$ cat src/rtl/seven_seg_frame_decoder.sv
// rtl/seven_seg_frame_decoder.sv - rebuilds per-digit glyph codes from a multiplexed 7-segment bus
module seven_seg_frame_decoder #(
   parameter int N_DIGITS      = 4,
   parameter int SETTLE_CYCLES = 4,
   parameter int COUNT_W       = 16
) (
   input  logic                    clock,
   input  logic                    reset_n,
   input  logic [7:0]              seg_abcdefgh,
   input  logic [N_DIGITS-1:0]     seg_digit,
   input  logic                    err_clear,
   output logic [5*N_DIGITS-1:0]   chars,
   output logic [N_DIGITS-1:0]     dots,
   output logic                    frame_valid,
   output logic                    frame_changed,
   output logic [COUNT_W-1:0]      frame_count,
   output logic                    err_onehot,
   output logic                    err_pattern
);

   localparam int CNT_W = (SETTLE_CYCLES > 1) ? $clog2(SETTLE_CYCLES) : 1;
   localparam logic [CNT_W-1:0] CNT_MAX = CNT_W'(SETTLE_CYCLES - 1);
   localparam logic [4:0] CODE_SPACE = 5'd18;
   localparam logic [4:0] CODE_BAD   = 5'd31;

   logic [N_DIGITS-1:0]   prev_digit;
   logic [7:0]            prev_seg;
   logic [CNT_W-1:0]      stable_cnt;
   logic [CNT_W-1:0]      cnt_next;
   logic                  sampled;
   logic [N_DIGITS-1:0]   mask;
   logic [N_DIGITS-1:0]   mask_next;
   logic [5*N_DIGITS-1:0] buf_chars;
   logic [N_DIGITS-1:0]   buf_dots;
   logic [5*N_DIGITS-1:0] cap_chars;
   logic [N_DIGITS-1:0]   cap_dots;
   logic                  changed;
   logic                  sample;
   logic                  blank;
   logic                  onehot;
   logic                  capture;
   logic                  complete;
   logic                  bad_onehot;
   logic                  bad_pattern;
   logic [4:0]            code;

   function automatic logic [4:0] glyph(input logic [6:0] p);
      case (p)
         7'b1111110: glyph = 5'd0;
         7'b0110000: glyph = 5'd1;
         7'b1101101: glyph = 5'd2;
         7'b1111001: glyph = 5'd3;
         7'b0110011: glyph = 5'd4;
         7'b1011011: glyph = 5'd5;
         7'b1011111: glyph = 5'd6;
         7'b1110000: glyph = 5'd7;
         7'b1111111: glyph = 5'd8;
         7'b1111011: glyph = 5'd9;
         7'b1110111: glyph = 5'd10;
         7'b0011111: glyph = 5'd11;
         7'b1001110: glyph = 5'd12;
         7'b0111101: glyph = 5'd13;
         7'b1001111: glyph = 5'd14;
         7'b1000111: glyph = 5'd15;
         7'b1011110: glyph = 5'd16;
         7'b1100111: glyph = 5'd17;
         7'b0000000: glyph = CODE_SPACE;
         default:    glyph = CODE_BAD;
      endcase
   endfunction

   always_comb begin
      changed  = (seg_digit != prev_digit) || (seg_abcdefgh != prev_seg);
      cnt_next = changed ? '0 : ((stable_cnt == CNT_MAX) ? stable_cnt : stable_cnt + CNT_W'(1));
      // A change starts a fresh dwell, so the old dwell's sampled flag no longer applies.
      sample   = (cnt_next == CNT_MAX) && (changed || !sampled);
      blank    = (seg_digit == '0);
      onehot   = !blank && ((seg_digit & (seg_digit - N_DIGITS'(1))) == '0);
      code     = glyph(seg_abcdefgh[7:1]);
      capture     = sample && onehot;
      bad_onehot  = sample && !blank && !onehot;
      bad_pattern = capture && (code == CODE_BAD);
      cap_chars = buf_chars;
      cap_dots  = buf_dots;
      for (int i = 0; i < N_DIGITS; i++) begin
         if (seg_digit[i]) begin
            cap_chars[5*i +: 5] = code;
            cap_dots[i]         = seg_abcdefgh[0];
         end
      end
      mask_next = mask | seg_digit;
      complete  = capture && (&mask_next);
   end

   always_ff @(posedge clock or negedge reset_n) begin
      if (!reset_n) begin
         prev_digit    <= '0;
         prev_seg      <= '0;
         stable_cnt    <= '0;
         sampled       <= 1'b0;
         mask          <= '0;
         buf_chars     <= {N_DIGITS{CODE_SPACE}};
         buf_dots      <= '0;
         chars         <= {N_DIGITS{CODE_SPACE}};
         dots          <= '0;
         frame_valid   <= 1'b0;
         frame_changed <= 1'b0;
         frame_count   <= '0;
         err_onehot    <= 1'b0;
         err_pattern   <= 1'b0;
      end else begin
         prev_digit    <= seg_digit;
         prev_seg      <= seg_abcdefgh;
         stable_cnt    <= cnt_next;
         sampled       <= (sampled && !changed) || sample;
         frame_valid   <= 1'b0;
         frame_changed <= 1'b0;
         if (capture) begin
            buf_chars <= cap_chars;
            buf_dots  <= cap_dots;
            mask      <= complete ? '0 : mask_next;
         end
         if (complete) begin
            chars         <= cap_chars;
            dots          <= cap_dots;
            frame_valid   <= 1'b1;
            frame_changed <= (cap_chars != chars) || (cap_dots != dots);
            frame_count   <= frame_count + COUNT_W'(1);
         end
         // A new error in the clearing cycle keeps the flag set.
         err_onehot  <= (err_onehot && !err_clear) || bad_onehot;
         err_pattern <= (err_pattern && !err_clear) || bad_pattern;
      end
   end

endmodule

$ cat config.mk
export PLATFORM = sky130hd
export DESIGN_NAME = seven_seg_frame_decoder
export DESIGN_NICKNAME = d
export VERILOG_FILES = /design/src/rtl/seven_seg_frame_decoder.sv
export SDC_FILE = /design/constraint.sdc
export NUM_CORES = 1
export LEC_CHECK = 0
export CORE_MARGIN = 8
export CORE_UTILIZATION = 29
export CTS_BUF_LIST = sky130_fd_sc_hd__clkbuf_2
export DETAILED_ROUTE_END_ITERATION = 7
export HOLD_SLACK_MARGIN = 0.15
export MAX_ROUTING_LAYER = met4
export PLACE_DENSITY_LB_ADDON = 0.08
export SYNTH_ARGS = -nofsm -noshare
export SYNTH_HDL_FRONTEND = slang
export SYNTH_SLANG_ARGS = --single-unit
$ cat constraint.sdc
create_clock -name clock -period 3.95 [get_ports clock]
set_input_delay 0.79 -clock clock [delete_from_list [all_inputs] [get_ports clock]]
set_output_delay 0.79 -clock clock [all_outputs]
set_load 0.1 [all_outputs]
==> run_results.csv <==
group,metric,value,unit
drt,route.vias.total,4261,
place,hpwl,12690,um
clocking,clock_sinks,87,
global_route,grt_max_degree,46,
final_layout,drive_gt1_frac,0.1643,
critical_path,endpoint_kind,"register",
floorplanning,initial_utilization,0.2917,
drt,ant_nets,0,
clocking,cts_root_buffer,"clkbuf_2",
logic_synthesis,synth_top_area_share,0.3583,
logic_synthesis,synth_most_common_cell,"dfrtp_1",
clocking,numCtsBuffers,9,
logic_synthesis,synth_common_cells,"dfrtp_1 (71), nand2_1 (68), o21ai_0 (42)",
logic_synthesis,muxShareOfSynthArea,0.02347,
global_route,antenna_found_initial,2,
clocking,clk_latency,0.63,ns
floorplanning,io_pins,59,
logic_synthesis,yosys.area.top_type,"dfrtp_1",
logic_synthesis,synth_fa_ha_area_frac,0.002523,
timing,hold_ws,0.4623,ns
logic_synthesis,ys_seq_area_frac,0.4431,
critical_path,cp-start-kind,"primary input",
critical_path,required,4.48,ns
flow_run,cap_viol_max_count,0,
floorplanning,fp-row-count,48,
logic_synthesis,synth_seq_cells,87,
run_status,status,"finished, final reports clean",
logic_synthesis,synth_top_family_by_area,"compound AO/OA/AOI/OAI gates",
global_route,grtUsageMet3,0.03230,
timing,setup_viol,0,
logic_synthesis,avgSynthCellArea,9.268,um2
logic_synthesis,synth_compound_area_frac,0.2011,
timing,relSlewSlack,0.3330,
timing,fin_crit,3.350,ns
logic_synthesis,syn_nets,551,
drt,wire_per_inst,19.97,um
drt,routed_wirelength,16950,um
floorplanning,fp.dieW,146.8,um
clocking,htree_levels,3,
global_route,grt_util_met1,0.2217,
timing,fin_crit_sh,0.8481,
place,gp_congestion,0.8878,
logic_synthesis,synthArstFlopShare,1.000,
floorplanning,core_area,17000,um2
global_route,track_usage,0.1656,
drt,drcViolationCount,0,
pwr,power.density,274.6,nW/um2
global_route,grt_overflow_total,0,
global_route,grtUsageMet2,0.2541,
floorplanning,dieHeight,146.8,um
logic_synthesis,syn-instance-count,535,
clocking,clkTransAtPathRegs,0.29,ns
logic_synthesis,synthTopCellsByArea,"dfrtp_1 (36%), dfstp_2 (8.5%), xnor2_1 (5.3%)",
logic_synthesis,synth_cell_types,80,
logic_synthesis,ys.flop_type,"dfrtp_1",
critical_path,crit_fanout,10,
clocking,cts_tree,"done",
critical_path,cp.arrival,3.88,ns
final_layout,post-route-util,0.3636,
place,portBuffers,58,
logic_synthesis,synth-edff-count,0,
clocking,clockBufferDepth,2,
timing,max_freq,298.5,MHz
final_layout,fill_cells,1728,
min_path,holdPathStages,1,
final_layout,area_growth,24.63,%
global_route,grt_pass1_vias,4274,
timing,rsz0062_at_grt,"false",
logic_synthesis,synth_area,4959,um2
timing,hold_viol,0,
floorplanning,dieArea,21540,um2
critical_path,path_class,"primary input to register",
min_path,hp-class,"register to register",
critical_path,reg2reg_depth,8,
drt,viasPerCell,5.019,
logic_synthesis,synthSimpleGateAreaFrac,0.1905,
pwr,leakagePower,2.528,nW
drt,drt_pass1_iterations,4,
logic_synthesis,ys.warnings.count,0,
logic_synthesis,yosys.area_share.xor_xnor,0.09008,
pwr,peakVddDrop,0.0001679,V
drt,drt_iter0_drc,215,
global_route,grt_pass1_wl,26700,um
timing,drv_slew,0,
global_route,grt_busiest_layer,"met2",
timing,fin_worst_skew,0.04430,ns
timing,tightest_slew,0.9973,ns
final_layout,final_nets,632,
## metrics by stage
stage / TNS, ns / setup slack (ns) / cells / area (um2) / power, W
2_1_floorplan: 0 / 0.8596 / 535 / 4959 / 0.001040
4_1_cts: 0 / 0.5997 / 846 / 6172 / 0.001726
5_1_grt: 0 / 0.4813 / 849 / 6180 / 0.001786
3_5_place_dp: -0.03010 / -0.03010 / 829 / 6020 / 0.001145
6_report: 0 / 0.6000 / 849 / 6180 / 0.001697
3_3_place_gp: -0.06611 / -0.06611 / 829 / 6020 / 0.001148
## layer usage
layer  vias up  wire length (um)
li1       2086                 -
met1      2079              8449
met2        80              7822
met3        16               497
met4         0               183
met5         -                 0
## report_power, final
part | switching [W] | internal [W]
Sequential | 0.00000250 | 0.000900
Clock | 0.000349 | 0.000218
Combinational | 0.000141 | 0.0000860
## cell type report
type,instances,area [um2],area share
Multi-Input combinational cell,393,2517,0.4074
Sequential cell,87,2197,0.3555
Timing Repair Buffer,105,958.4,0.1551
Tap cell,225,281.5,0.04556
Clock inverter,6,92.59,0.01498
Inverter,20,75.07,0.01215
Clock buffer,10,50.05,0.008099
Antenna cell,3,7.507,0.001215
## state kept, by name, indices dropped and copies added, names as in the netlist, 4 cells and up
register	flops
buf_chars	20
chars	20
frame_count	16
prev_seg	8
buf_dots	4
dots	4
mask	4
prev_digit	4
## timing repair
action / in CTS / in global routing
setup buffers: 0 / 0
endpoints found under the hold margin: 12 / 0
resized for setup: 0 / 0
setup endpoints to repair: 0 / 0
hold buffers: 1 / 0
## cell families after synthesis
kind of cell / after synthesis
fa+ha+maj: 1
mux: 11
flops: 87
buf+inv: 55
simple gates: 181
xor+xnor: 51
compound gates: 149
## worst paths after layout
kind                                  from             to  slack [ns]
max reg2reg                       chars[9]  frame_changed        1.23
min reg2reg                  stable_cnt[0]  stable_cnt[0]        0.46
min                          stable_cnt[0]  stable_cnt[0]        0.46
min in group asynchronous          reset_n  stable_cnt[1]        0.70
max in group asynchronous          reset_n  buf_chars[11]        2.35
max                        seg_abcdefgh[5]  frame_changed        0.60
## layout by cell type (no fill, tap or decap), drive strengths merged, types with 3 or more instances in the layout
cell type	instances
xnor2	30
o2111ai	6
o32ai	3
nor3	7
nand2	69
o22ai	4
nand3	17
nor4	7
a221oi	3
dfstp	16
nand4	10
clkdlybuf4s50	57
buf	47
a32oi	4
or3	5
a21oi	35
nor2	35
and2	6
o211ai	3
o21a	3
nand2b	4
mux2i	6
o21ai	52
a41oi	4
dfrtp	71
inv	21
a22o	3
and3	6
a22oi	3
mux2	5
diode	3
xor2	21
clkinv	3
clkbuf	10
## critical path, cell delays in order
cell and delay, ns:
clkdlybuf4s50_1 0.59, buf_4 0.26, and2_1 0.13, a221o_1 0.32, o21a_1 0.27, nor4_1 0.84
a22oi_1 0.28, nand4_1 0.14, a2bb2oi_2 0.07, a41oi_2 0.18
Power figures use the tool's default switching activity.
